==> src/rtl/counter32_sequencer_pkg.sv <==
// Shared constants for the counter32 sequencer: counter mode codes and FSM states.
package counter32_pkg;

    localparam logic [1:0] MODE_UP   = 2'b00;
    localparam logic [1:0] MODE_DOWN = 2'b01;
    localparam logic [1:0] MODE_UP3  = 2'b10;
    localparam logic [1:0] MODE_LOAD = 2'b11;

    typedef enum logic [1:0] {
        S_IDLE = 2'b00,
        S_RUN  = 2'b01,
        S_DONE = 2'b10
    } state_e;

endpackage

==> src/rtl/counter32_sequencer_if.sv <==
// Command, counter-drive and status signals between system control and the sequencer.
interface counter32_sequencer_if #(
    parameter int unsigned LEN_W  = 16,
    parameter int unsigned WRAP_W = 8
);
    logic              cmd_valid;
    logic              cmd_ready;
    logic [1:0]        cmd_op;
    logic [3:0]        cmd_data;
    logic [LEN_W-1:0]  cmd_len;
    logic              abort;
    logic              cnt_enable;
    logic [1:0]        cnt_mode;
    logic [3:0]        cnt_d;
    logic              cnt_load;
    logic              cnt_rco;
    logic              busy;
    logic              done;
    logic              aborted;
    logic [WRAP_W-1:0] wrap_cnt;
    logic              load_seen;

    // Master is the control side, which also stands in for the counter's load/rco.
    modport master (
        output cmd_valid, cmd_op, cmd_data, cmd_len, abort, cnt_load, cnt_rco,
        input  cmd_ready, cnt_enable, cnt_mode, cnt_d, busy, done, aborted, wrap_cnt,
               load_seen
    );

    modport slave (
        input  cmd_valid, cmd_op, cmd_data, cmd_len, abort, cnt_load, cnt_rco,
        output cmd_ready, cnt_enable, cnt_mode, cnt_d, busy, done, aborted, wrap_cnt,
               load_seen
    );
endinterface

==> src/rtl/counter32_sequencer_sat_counter.sv <==
// Saturating up-counter with synchronous clear; clear has priority over increment.
module sat_counter #(
    parameter int unsigned W = 8
) (
    input  logic         clk,
    input  logic         reset,
    input  logic         clr,
    input  logic         inc,
    output logic [W-1:0] q
);
    logic [W-1:0] r_q;

    always_ff @(posedge clk or posedge reset) begin
        if (reset) begin
            r_q <= '0;
        end else if (clr) begin
            r_q <= '0;
        end else if (inc && (r_q != '1)) begin
            r_q <= r_q + W'(1);
        end
    end

    assign q = r_q;
endmodule

==> src/rtl/counter32_sequencer.sv <==
// Runs one command at a time against the 32-bit counter: exact-length enable window,
// rco/load bookkeeping, and a done/aborted report.
module counter32_sequencer
    import counter32_pkg::*;
#(
    parameter int unsigned LEN_W  = 16,
    parameter int unsigned WRAP_W = 8
) (
    input  logic                  clk,
    input  logic                  reset,
    counter32_sequencer_if.slave  bus
);
    state_e             r_state;
    state_e             w_state_next;
    logic [LEN_W-1:0]   r_remaining;
    logic [LEN_W-1:0]   w_eff_len;
    logic               w_accept;
    logic               w_last;
    logic               r_cnt_enable;
    logic [1:0]         r_cnt_mode;
    logic [3:0]         r_cnt_d;
    logic               r_busy;
    logic               r_done;
    logic               r_aborted;
    logic               r_load_seen;
    logic [WRAP_W-1:0]  w_wrap_cnt;

    always_comb begin
        w_accept     = (r_state == S_IDLE) && bus.cmd_valid;
        // A load is a single-cycle operation regardless of the requested length.
        w_eff_len    = (bus.cmd_op == MODE_LOAD) ? LEN_W'(1) : bus.cmd_len;
        w_last       = (r_remaining == LEN_W'(1));
        w_state_next = r_state;
        case (r_state)
            S_IDLE: begin
                if (w_accept) begin
                    w_state_next = (w_eff_len == '0) ? S_DONE : S_RUN;
                end
            end
            S_RUN: begin
                if (bus.abort || w_last) begin
                    w_state_next = S_DONE;
                end
            end
            S_DONE:  w_state_next = S_IDLE;
            default: w_state_next = S_IDLE;
        endcase
    end

    always_ff @(posedge clk or posedge reset) begin
        if (reset) begin
            r_state      <= S_IDLE;
            r_remaining  <= '0;
            r_cnt_enable <= 1'b0;
            r_cnt_mode   <= MODE_UP;
            r_cnt_d      <= '0;
            r_busy       <= 1'b0;
            r_done       <= 1'b0;
            r_aborted    <= 1'b0;
            r_load_seen  <= 1'b0;
        end else begin
            r_state      <= w_state_next;
            r_cnt_enable <= (w_state_next == S_RUN);
            r_busy       <= (w_state_next != S_IDLE);
            r_done       <= (w_state_next == S_DONE);
            if (w_accept) begin
                r_cnt_mode  <= bus.cmd_op;
                r_cnt_d     <= bus.cmd_data;
                r_remaining <= w_eff_len;
                r_aborted   <= 1'b0;
                r_load_seen <= 1'b0;
            end else if (r_state == S_RUN) begin
                r_remaining <= r_remaining - LEN_W'(1);
                if (bus.abort) begin
                    r_aborted <= 1'b1;
                end
            end
            if (r_cnt_enable && bus.cnt_load) begin
                r_load_seen <= 1'b1;
            end
        end
    end

    sat_counter #(
        .W (WRAP_W)
    ) u_wrap_cnt (
        .clk   (clk),
        .reset (reset),
        .clr   (w_accept),
        .inc   (r_cnt_enable && bus.cnt_rco),
        .q     (w_wrap_cnt)
    );

    assign bus.cmd_ready  = (r_state == S_IDLE);
    assign bus.cnt_enable = r_cnt_enable;
    assign bus.cnt_mode   = r_cnt_mode;
    assign bus.cnt_d      = r_cnt_d;
    assign bus.busy       = r_busy;
    assign bus.done       = r_done;
    assign bus.aborted    = r_aborted;
    assign bus.wrap_cnt   = w_wrap_cnt;
    assign bus.load_seen  = r_load_seen;
endmodule

==> src/flat_wrapper.sv <==
// flat-port wrapper written by rule: the top's interface ports become plain ports
module counter32_sequencer_flat import counter32_pkg::*;
#(
    parameter int unsigned LEN_W  = 16,
    parameter int unsigned WRAP_W = 8
)
  (clk, reset, bus_cmd_valid, bus_cmd_op, bus_cmd_data, bus_cmd_len, bus_abort, bus_cnt_load, bus_cnt_rco, bus_cmd_ready, bus_cnt_enable, bus_cnt_mode, bus_cnt_d, bus_busy, bus_done, bus_aborted, bus_wrap_cnt, bus_load_seen);
  counter32_sequencer_if #(.LEN_W(LEN_W), .WRAP_W(WRAP_W)) bus_i ();
  input  logic clk;
  input  logic reset;
  input wire logic [$bits(bus_i.cmd_valid)-1:0] bus_cmd_valid;
  input wire logic [$bits(bus_i.cmd_op)-1:0] bus_cmd_op;
  input wire logic [$bits(bus_i.cmd_data)-1:0] bus_cmd_data;
  input wire logic [$bits(bus_i.cmd_len)-1:0] bus_cmd_len;
  input wire logic [$bits(bus_i.abort)-1:0] bus_abort;
  input wire logic [$bits(bus_i.cnt_load)-1:0] bus_cnt_load;
  input wire logic [$bits(bus_i.cnt_rco)-1:0] bus_cnt_rco;
  output wire logic [$bits(bus_i.cmd_ready)-1:0] bus_cmd_ready;
  output wire logic [$bits(bus_i.cnt_enable)-1:0] bus_cnt_enable;
  output wire logic [$bits(bus_i.cnt_mode)-1:0] bus_cnt_mode;
  output wire logic [$bits(bus_i.cnt_d)-1:0] bus_cnt_d;
  output wire logic [$bits(bus_i.busy)-1:0] bus_busy;
  output wire logic [$bits(bus_i.done)-1:0] bus_done;
  output wire logic [$bits(bus_i.aborted)-1:0] bus_aborted;
  output wire logic [$bits(bus_i.wrap_cnt)-1:0] bus_wrap_cnt;
  output wire logic [$bits(bus_i.load_seen)-1:0] bus_load_seen;
  assign bus_i.cmd_valid = bus_cmd_valid;
  assign bus_i.cmd_op = bus_cmd_op;
  assign bus_i.cmd_data = bus_cmd_data;
  assign bus_i.cmd_len = bus_cmd_len;
  assign bus_i.abort = bus_abort;
  assign bus_i.cnt_load = bus_cnt_load;
  assign bus_i.cnt_rco = bus_cnt_rco;
  assign bus_cmd_ready = bus_i.cmd_ready;
  assign bus_cnt_enable = bus_i.cnt_enable;
  assign bus_cnt_mode = bus_i.cnt_mode;
  assign bus_cnt_d = bus_i.cnt_d;
  assign bus_busy = bus_i.busy;
  assign bus_done = bus_i.done;
  assign bus_aborted = bus_i.aborted;
  assign bus_wrap_cnt = bus_i.wrap_cnt;
  assign bus_load_seen = bus_i.load_seen;
  counter32_sequencer #(.LEN_W(LEN_W), .WRAP_W(WRAP_W)) u_core (.clk(clk), .reset(reset), .bus(bus_i));
endmodule
==> config.mk <==
export PLATFORM = sky130hd
export DESIGN_NAME = counter32_sequencer_flat
export DESIGN_NICKNAME = d
export VERILOG_FILES = /design/src/rtl/counter32_sequencer_pkg.sv /design/src/rtl/counter32_sequencer_if.sv /design/src/rtl/counter32_sequencer_sat_counter.sv /design/src/rtl/counter32_sequencer.sv /design/src/flat_wrapper.sv
export SDC_FILE = /design/constraint.sdc
export NUM_CORES = 1
export LEC_CHECK = 0
export ABC_AREA = 1
export ABC_CLOCK_PERIOD_IN_PS = 1800
export CAP_MARGIN = 20
export CORE_MARGIN = 4
export CORE_UTILIZATION = 39
export DETAILED_ROUTE_END_ITERATION = 6
export PLACE_DENSITY_LB_ADDON = 0.3
export SYNTH_ARGS = -nofsm -noshare
export SYNTH_HDL_FRONTEND = slang
export SYNTH_SLANG_ARGS = --single-unit
==> constraint.sdc <==
create_clock -name clk -period 1.8 [get_ports clk]
set_input_delay 0.36 -clock clk [delete_from_list [all_inputs] [get_ports clk]]
set_output_delay 0.36 -clock clk [all_outputs]
set_load 0.01 [all_outputs]
# [Word-level counts from Yosys, hierarchy flattened]
# Index checks and enable logic that the tools add are counted.
[classes] n_addsub=2 mux=14 eq_ne=6 n_reduce_logical=13
[op_table] operator="two-way mux 16 bit" count=3
[op_table] operator="equality test 16 x 1 -> 1 bit, second input constant" count=1
[op_table] operator="logical NOT 16 bit" count=1
[op_table] operator="two-way mux 8 bit" count=2
[op_table] operator="subtractor 16 x 1 -> 16 bit, second input constant" count=1
[op_table] operator="nonzero test 2 bit" count=5
[op_table] operator="adder 8 x 1 -> 8 bit, second input constant" count=1
[op_table] operator="!= test 8 bit, second input constant" count=1
[op_table] operator="two-way mux 2 bit" count=3
[op_table] operator="two-way mux 1 bit" count=5
[op_table] operator="equality test 2 x 1 -> 1 bit, second input constant" count=2
[op_table] operator="equality test 2 bit, second input constant" count=2
[op_table] operator="logical AND 1 bit" count=4
[op_table] operator="one-hot mux 2 bit (2 select lines)" count=1
[op_table] operator="logical NOT 2 bit" count=1
[op_table] operator="AND reduction 2 bit" count=1
[op_table] operator="logical OR 1 bit" count=1
[totals] elab_cells=45 output_inout_bits=20 regBits=37 inputBits=28

# [Depth between registers and ports, before layout]
# Gate-level depths: netlist (run 1).
[depth] word_depth=7 ltp_mapped=9 ltp_nobuf=9

# [Cells and area by module]
# A second synthesis (run 1) with hierarchy kept.
[hier_totals] hier_cells=321 area_unflattened_um2=2346.0
[by_module_without_submodules] module="counter32_sequencer" seq_area_each_um2=725.7 area_each_um2=1839.3 cells_each=252 instances=1
[by_module_without_submodules] module="sat_counter" seq_area_each_um2=200.2 area_each_um2=506.7 cells_each=69 instances=1

# [Worst setup path before layout (run 1)]
# No wires, ideal clock.
[synth_timing] path_type="register to register" start="register u_core.u_wrap_cnt.r_q[0], in the netlist u_core.u_wrap_cnt.q[0]" end="register u_core.u_wrap_cnt.r_q[7], in the netlist u_core.u_wrap_cnt.q[7]" path_slack_ns=0.479 path_stages_with_launch=10 setup_ns=0.065 t_required_ns=1.735 arrival_time_ns=1.256 n_path_buf=0 period_less_slack_ns=1.321 cell_sequence="dfrtp_1 > ha_1 > nand2_1 > nor3_2 > nand2_1 > nand2_1 > nand2_1 > inv_1 > nand2_1 > nand2_1"
[synth_between] elab_chain_len=3 elab_cells_between_ends=6 classes_between="1 x add/sub; 1 x eq/ne; 2 x mux; 2 x reduce/logical"
[synth_lines] element="start: declaration" line="counter32_sequencer_sat_counter.sv:11" rtl="logic [W-1:0] r_q;"
[synth_lines] element="start signal: assignment" line="counter32_sequencer_sat_counter.sv:19" rtl="r_q <= r_q + W'(1);"
[synth_lines] element="adder 8 x 1 -> 8 bit or != test 8 bit (tied branches)" line="counter32_sequencer_sat_counter.sv:19, counter32_sequencer_sat_counter.sv:18"
[synth_lines] element="two-way mux 8 bit or logical AND 1 bit (tied branches)" line="counter32_sequencer_sat_counter.sv:18" rtl="end else if (inc && (r_q != '1)) begin"
[synth_lines] element="two-way mux 8 bit or nonzero test 2 bit (tied branches)"
# Several ways; a longest one is shown, not always the timed one. The select of a mux whose other input is x is not followed.
# A chain may end at the register's enable or synchronous reset.

# [Worst setup path in the final report (run 1)]
[layout_timing] start="register u_core.u_wrap_cnt.r_q[2], in the netlist u_core.u_wrap_cnt.q[2]" end="output port bus_wrap_cnt[2]"
[layout_lines] element="end: declaration" line="flat_wrapper.sv:25" rtl="output wire logic [$bits(bus_i.wrap_cnt)-1:0] bus_wrap_cnt;"
# No word-level cell between the ends.

==> results of run 1 <==
-- final cells by class --
class	count	area (um2)	share of cell area
clock buffer	6	72.6	0.0251
sequential	37	926	0.320
tap	72	90.1	0.0311
multi-input combinational	225	1070	0.369
clock inverter	2	10.0	0.00346
inverter	43	166	0.0575
timing repair buffer	56	562	0.194
-- synthesized netlist by cell type --
library cell / instances / area share
nor2_4: 1 / 0.0051
o311ai_1: 2 / 0.0079
a21oi_1: 9 / 0.020
nand3_1: 31 / 0.070
nor3_1: 1 / 0.0022
inv_1: 41 / 0.069
a22o_1: 1 / 0.0039
nor2_1: 35 / 0.059
xor2_1: 4 / 0.016
dfrtp_1: 37 / 0.42
buf_6: 2 / 0.010
buf_2: 5 / 0.011
ha_1: 3 / 0.017
o21ai_0: 14 / 0.031
a211oi_1: 1 / 0.0034
buf_4: 2 / 0.0067
o21ai_1: 1 / 0.0022
inv_6: 1 / 0.0039
o211ai_1: 5 / 0.017
a221oi_2: 1 / 0.0067
inv_2: 1 / 0.0017
nor3_2: 1 / 0.0045
nand2_1: 98 / 0.17
nand3b_1: 2 / 0.0067
nor2_2: 2 / 0.0056
a31oi_1: 2 / 0.0056
nand2_2: 3 / 0.0084
nand4_1: 7 / 0.020
nor3b_1: 1 / 0.0034
-- metrics by stage --
step	power [uW]	setup TNS (ns)	hold slack [ns]	cells	area [um2]
global route	4680	0	0.455	441	2900
floorplan	2860	0	0.470	314	2220
detailed placement	3720	-0.239	0.464	433	2820
global placement	3660	0	0.463	433	2820
finish	4290	0	0.414	441	2900
CTS	4300	0	0.429	441	2900
-- path summary, 6_finish.rpt --
path | startpoint | to | slack (ns)
max in group asynchronous | reset | u_core.r_remaining[2] | 1.20
min | reset | u_core.u_wrap_cnt.q[5] | 0.41
min in group clk | u_core.bus.cnt_d[0] | u_core.bus.cnt_d[0] | 0.48
min reg2reg | u_core.bus.cnt_d[0] | u_core.bus.cnt_d[0] | 0.48
max reg2reg | u_core.r_remaining[0] | u_core.r_remaining[12] | 0.22
max | u_core.u_wrap_cnt.q[2] | bus_wrap_cnt[2] | 0.15
-- report_power, final --
part	switching, uW	total, uW	internal (uW)
clock	318	587	269
combinational	1260	2190	932
sequential	316	1520	1200
-- registers in the layout, summed over array words and instances (netlist names) --
name,count
u_core.bus.aborted,1
u_core.bus.load_seen,1
u_core.bus.cnt_d,4
u_core.r_remaining,16
u_core.bus.busy,1
u_core.bus.done,1
u_core.bus.cnt_mode,2
u_core.u_wrap_cnt.q,8
u_core.r_state,2
u_core.bus.cnt_enable,1
-- cells by family after synthesis --
logic type / Yosys count
AND/OR/NAND/NOR: 182
buffers and inverters: 52
flip-flops: 37
AO/OA/AOI/OAI: 36
XOR/XNOR: 4
adder cells (fa/ha/maj): 3
-- routing by layer --
layer	share of wire	wire length, um	global-route usage	up-vias
met3	0.053	318	0.0326	11
met1	0.45	2730	0.248	1035
li1	-	-	-	1110
met5	0	0	0	-
met4	0.018	108	0.0570	0
met2	0.47	2850	0.286	67
-- timing repair --
item / 4_1_cts / 5_1_grt
hold endpoints to repair: 0 / 0
gates resized for setup: 1 / 0
endpoints found under the setup margin: 1 / 0
==> run metrics, run 1 <==
status=complete, no violations; Port Buffers=47; Bufs on Longest Clock Path=2; IO Pins=48; Die X=83.5 um; clock sink count=37; placer congestion estimate=0.913; row count=27; worst reg2reg path depth=9; area grow syn2layout=30.2%; simple-gate share of the synthesized area=0.350; Relative slew margins=0.719; CP Data Arrival Time=1.29 ns; setup slack after placement=-0.0737 ns; Clk pin slew, worst setup/hold paths=0.08 ns; largest family of logic cells by synthesized area=simple AND/OR/NAND/NOR gates; Total Routing Usage GR=0.180; Final Net Count=399; minimum clock period=1.65 ns; crit path max fanout=5; crit-path cells=clkdlybuf4s50_1; layout cell share with drive strength beyond 1=0.0705; first-pass GRT wire length=10300 um; worst skew pair latency=0.29 ns; Routed WL per cell=13.6 um; adder-cell share of the synthesized area=0.0169; Root Buffer=clkbuf_8; fin crit share=0.915; Clock Skews=0.00575 ns; commonest non-fill, non-tap cell in the layout=nand2_1; Max Cap Viol=0; vias in the first global route=2105; CORE AREA=5510 um2; Crit Path Category=flip-flop to primary output; Die Height=83.5 um; delay-heaviest family, CP=buffers and inverters; # DRC=0; crit end category=primary output; mean number of vias per cell=5.04; Mapped Nets=345; synthesized area=2220 um2; Final WS setup=0.154 ns; initial core utilization=0.404; Routed Antenna Nets=0; initial antenna violation count=0; Achievable Freq=0.607 GHz; startpoint types=flip-flop; 1st-iter DRT viols=149; H-tree Lvls=2; Hold Vio Cnt, Final=0; register bit total from synthesis=37; PwrDens=1480 nW/um2; critical path's largest stage delay=0.57 ns; Compound-Gate Fraction of Synth Area=0.0984; Synth warnings=0; synthesized area per cell=7.08 um2; post-CTS setup buffer count=0; final setup fails=0; total clock buffers created by CTS=5; peak supply drop=0.840 mV; Max Slew Vio Count=0; grt ovf=0; drt pass-1 iters=4; unrepaired setup endpoints after global routing=no; measured slew at the worst slew-check pin=0.421 ns; Filler cells=553; # hold bufs at CTS=0; drt total wl=6000 um; Mapped Cells=314; crit path max-delay cell type=clkdlybuf4s50_1; min-delay worst type=input pin to async pin; Antenna diodes=0; most frequent cells in the layout=nand2_1, clkdlybuf4s50_1, inv_1; DP HPWL=4490 um; CTS tree=yes; Seq/Total Area, Yosys=0.416; critical path depth=1; Synth Area in XOR/XNOR=0.0157; worst endpoint required time=1.44 ns; post-synthesis mux area share=0; leak pwr=0.00143 uW; post-synth cell types=29; largest net degree at the start of global routing=38; via count=2223; Finished Core Util=0.526; die area=6980 um2; CP Buf/Inv Count=1
Note: power is estimated with default switching activity, not from simulation.
==> run 2, diff against run 1 <==
CORE_UTILIZATION = 51   (was 39)
GPL_TIMING_DRIVEN = 0   (was not set)
PLACE_DENSITY = 0.89   (was not set)
PLACE_DENSITY_LB_ADDON = not set   (was 0.3)
==> run metrics, run 2 (synthesized netlist as in run 1, its figures left out) <==
worst endpoint required time=1.44 ns; delay-heaviest family, CP=buffers and inverters; switching share of total power=0.428; critical path depth=1; footprint of the multi-input gates=1070 um2; total clock buffers created by CTS=5; leak pwr=0.00144 uW; crit path max fanout=5; Final Net Count=399; final non-filler cell total=418; sequential power share=0.346; Clk pin slew, worst setup/hold paths=0.08 ns; crit-path cells=clkdlybuf4s50_1; Hold Vio Cnt, Final=0; PwrDens=1540 nW/um2; Die Height=74.0 um; drt pass-1 iters=5; switching pwr=1880 uW; largest net degree at the start of global routing=38; row count=23; H-tree Lvls=2; die area=5480 um2; final setup fails=0; startpoint types=flip-flop; Clock Skews=0.00833 ns; fin crit share=0.919; measured slew at the worst slew-check pin=0.783 ns; # DRC=0; # hold bufs at CTS=0; most frequent cells in the layout=nand2_1, clkdlybuf4s50_1, inv_1; drt total wl=5760 um; layout cell share with drive strength beyond 1=0.0734; Int Power=2520 uW; clock sink count=37; initial antenna violation count=0; peak supply drop=0.827 mV; critical path's largest stage delay=0.57 ns; commonest non-fill, non-tap cell in the layout=nand2_1; placer congestion estimate=0.896; Max Slew Vio Count=0; Comb power frac=0.493; DP HPWL=4170 um; crit path max-delay cell type=clkdlybuf4s50_1; crit end category=primary output; Die X=74.0 um; worst reg2reg path depth=9; dpl cells=411; unrepaired setup endpoints after global routing=no; grt ovf=0; R2R Setup Slk=0.21 ns; Achievable Freq=0.604 GHz; minimum clock period=1.65 ns; Crit Path Category=flip-flop to primary output; CTS tree=yes; CORE AREA=4120 um2; largest reg by FF count=u_core.r_remaining; Worst R2R End=u_core.r_remaining[12]; Finished Core Util=0.696; min-delay src=u_core.bus.cnt_mode[0]; worst r2r src=u_core.r_remaining[0]; hold worst-path end=u_core.bus.cnt_mode[0]; Total Routing Usage GR=0.224; first-pass GRT wire length=9400 um; status=complete, no violations; IO Pins=48; max reg flops=16; Critical path origin=u_core.u_wrap_cnt.q[2]; area grow syn2layout=28.7%; Max Cap Viol=0; via count=2267; CP Buf/Inv Count=1; worst skew pair latency=0.29 ns; min-delay worst type=flip-flop to flip-flop; initial core utilization=0.541; setup_tns=0 ns; Antenna diodes=0; Root Buffer=clkbuf_8; 1st-iter DRT viols=249; vias in the first global route=2071; CP Data Arrival Time=1.29 ns; Hold Path Depth=2; mean number of vias per cell=5.42; Register Area=926 um2; Relative slew margins=0.477; Routed Antenna Nets=0; clock share of power=0.160; Filler cells=323; Port Buffers=47; Routed WL per cell=13.8 um; Bufs on Longest Clock Path=2
==> run 2: final cells by class <==
cell class | count | share of cell area
Sequential cell | 37 | 0.323
Timing Repair Buffer | 47 | 0.165
Inverter | 43 | 0.0581
Clock inverter | 2 | 0.0122
Multi-Input combinational cell | 225 | 0.374
Buffer | 9 | 0.0218
Clock buffer | 5 | 0.0240
Tap cell | 50 | 0.0218
==> run 2: routing by layer <==
metal / track usage / vias up / part of all wire
met5: 0 / - / 0
met4: 0.0664 / 0 / 0.010
met3: 0.0568 / 6 / 0.091
met2: 0.361 / 113 / 0.48
met1: 0.298 / 1030 / 0.42
li1: - / 1118 / -
==> run 2: metrics by stage <==
stage               instance area (um2)  power, uW  hold slack, ns  setup WS (ns)
floorplan                          2220       2860           0.470          0.479
detailed placement                 2760       3670           0.469        -0.0819
global route                       2860       4760           0.515         0.0951
finish                             2860       4410           0.486          0.145
global placement                   2760       3600           0.462         -0.240
CTS                                2860       4400           0.486         0.0128
==> run 2: power groups by stage <==
stage / sequential (uW) / clock [uW] / combinational (uW)
2_1_floorplan: 1540 / 0 / 1320
4_1_cts: 1520 / 715 / 2170
3_3_place_gp: 1510 / 0 / 2090
5_1_grt: 1570 / 754 / 2440
6_report: 1530 / 707 / 2180
3_5_place_dp: 1520 / 0 / 2140
==> run 2: how the worst max path moves through the flow <==
stage                             end
5_1_grt               bus_wrap_cnt[2]
6_report              bus_wrap_cnt[2]
4_1_cts                 bus_cmd_ready
3_3_place_gp   u_core.r_remaining[10]
3_5_place_dp    u_core.bus.cnt_enable
2_1_floorplan  u_core.u_wrap_cnt.q[7]
==> run 2: worst reg2reg max path, cell delays in order, from the launching register on <==
cell and delay (ns):
dfrtp_1 0.39, inv_1 0.14, ha_1 0.19, nand2_1 0.11, nor2_1 0.33, nand2_1 0.09, nand2_1 0.07, nand3_1 0.06
nand3b_1 0.08, inv_1 0.04
==> run 2: what timing repair did <==
| item | in CTS | in global routing |
|---|---|---|
| gates resized for setup | 0 | 1 |
| endpoints found under the setup margin | 0 | 1 |
| buffers inserted | 0 | 0 |
| hold endpoints to repair | 0 | 0 |
==> run 3, diff against run 2 <==
CTS_BUF_LIST = sky130_fd_sc_hd__clkbuf_16   (was not set)
REMOVE_ABC_BUFFERS = 1   (was not set)
SLEW_MARGIN = 20   (was not set)
==> run metrics, run 3 (synthesized netlist as in run 1, its figures left out) <==
status=complete, no violations; grt ovf=0; Register Area=926 um2; CP Buf/Inv Count=1; max reg flops=16; crit path max fanout=22; worst skew pair latency=0.29 ns; Max Slew Vio Count=0; vias in the first global route=2133; setup_tns=0 ns; area grow syn2layout=30.0%; final setup fails=0; crit path max-delay cell type=clkdlybuf4s50_1; footprint of the multi-input gates=1080 um2; Bufs on Longest Clock Path=2; drt total wl=5530 um; measured slew at the worst slew-check pin=0.480 ns; Routed WL per cell=13.5 um; Antenna diodes=0; Finished Core Util=0.703; worst reg2reg path depth=9; delay-heaviest family, CP=simple AND/OR/NAND/NOR gates; crit-path cells=clkdlybuf4s50_1, nand2_2, o21ai_0, nand4_1, nor2_1, nand2_1, nand2_1, nand2_1; Die X=74.0 um; row count=23; 1st-iter DRT viols=143; crit end category=flip-flop; Post-DP Area=2720 um2; Filler cells=322; Final Net Count=391; total clock buffers created by CTS=5; minimum clock period=1.67 ns; drt pass-1 iters=4; Clock Skews=0.00544 ns; Clk pin slew, worst setup/hold paths=0.06 ns; # DRC=0; largest reg by FF count=u_core.r_remaining; PwrDens=1580 nW/um2; initial core utilization=0.541; Design Area, Final=2890 um2; clock sink count=37; peak supply drop=0.970 mV; Total Routing Usage GR=0.216; die area=5480 um2; Root Buffer=clkbuf_16; DP HPWL=3850 um; CTS tree=yes; initial antenna violation count=0; Routed Antenna Nets=0; critical path's largest stage delay=0.50 ns; Hold WS=0.280 ns; unrepaired setup endpoints after global routing=no; mean number of vias per cell=5.45; leak pwr=0.00143 uW; IO Pins=48; worst endpoint required time=1.97 ns; Relative slew margins=0.679; Die Height=74.0 um; Max Cap Viol=0; placer congestion estimate=0.837; critical path depth=8; Port Buffers=47; post-CTS setup buffer count=0; layout cell share with drive strength beyond 1=0.0554; CORE AREA=4120 um2; Hold Vio Cnt, Final=0; most frequent cells in the layout=nand2_1, clkdlybuf4s50_1, inv_1; min-delay worst type=input pin to async pin; via count=2238; Achievable Freq=0.598 GHz; largest net degree at the start of global routing=33; most used cell, CP=nand2_1; commonest non-fill, non-tap cell in the layout=nand2_1; # hold bufs at CTS=0; Crit Path Category=input pin to flip-flop; fin crit share=0.929; first-pass GRT wire length=9090 um; CP Data Arrival Time=1.84 ns; H-tree Lvls=2; startpoint types=input pin
-- run 3: changes by cell type in the layout (fill, tap and decap cells not counted), sizes merged --
cell / change
buf: -8
clkinvlp: +1
-- run 3: per-stage QoR --
stage                     std cells  setup slack [ns]  total power, uW
after floorplan                 305             0.334             2760
after global placement          402            -0.321             3470
after detailed placement        403            -0.347             3550
after CTS                       411           0.00942             4570
after global routing            411            0.0194             4910
final                           411             0.128             4570
-- run 3: timing repair --
| item | in CTS | in global routing |
|---|---|---|
| pin swaps | 0 | 0 |
| endpoints found under the setup margin | 4 | 3 |
| resized for setup | 1 | 2 |
-- run 3: final timing paths --
path / start / slack, ns / endpoint
max in group asynchronous: reset / 1.12 / u_core.bus.cnt_mode[0]
hold / removal: reset / 0.28 / u_core.u_wrap_cnt.q[3]
min in group clk: u_core.bus.cnt_d[2] / 0.49 / u_core.bus.cnt_d[2]
setup / recovery: bus_cmd_op[0] / 0.13 / u_core.bus.cnt_enable
hold reg to reg: u_core.bus.cnt_d[2] / 0.49 / u_core.bus.cnt_d[2]
setup reg to reg: u_core.r_remaining[0] / 0.26 / u_core.r_remaining[12]
-- run 3: power by group --
| part | switching [uW] | total (uW) | internal, uW |
|---|---|---|---|
| Combinational | 1200 | 2050 | 848 |
| Sequential | 322 | 1530 | 1200 |
| Clock | 348 | 996 | 648 |
| Total | 1870 | 4570 | 2700 |
-- run 3: metal layers --
metal,GRT usage,wire length [um]
met2,0.368,2650
met4,0.0946,145
met3,0.0568,459
met1,0.256,2280
met5,0,0
-- run 3: cell type report --
type / count / share of cell area
flip-flops and latches: 37 / 0.320
clock inverters: 3 / 0.0143
repair buffers: 48 / 0.170
multi-input cells: 225 / 0.373
inverters: 43 / 0.0576
well taps: 50 / 0.0216
clock buffers: 5 / 0.0433
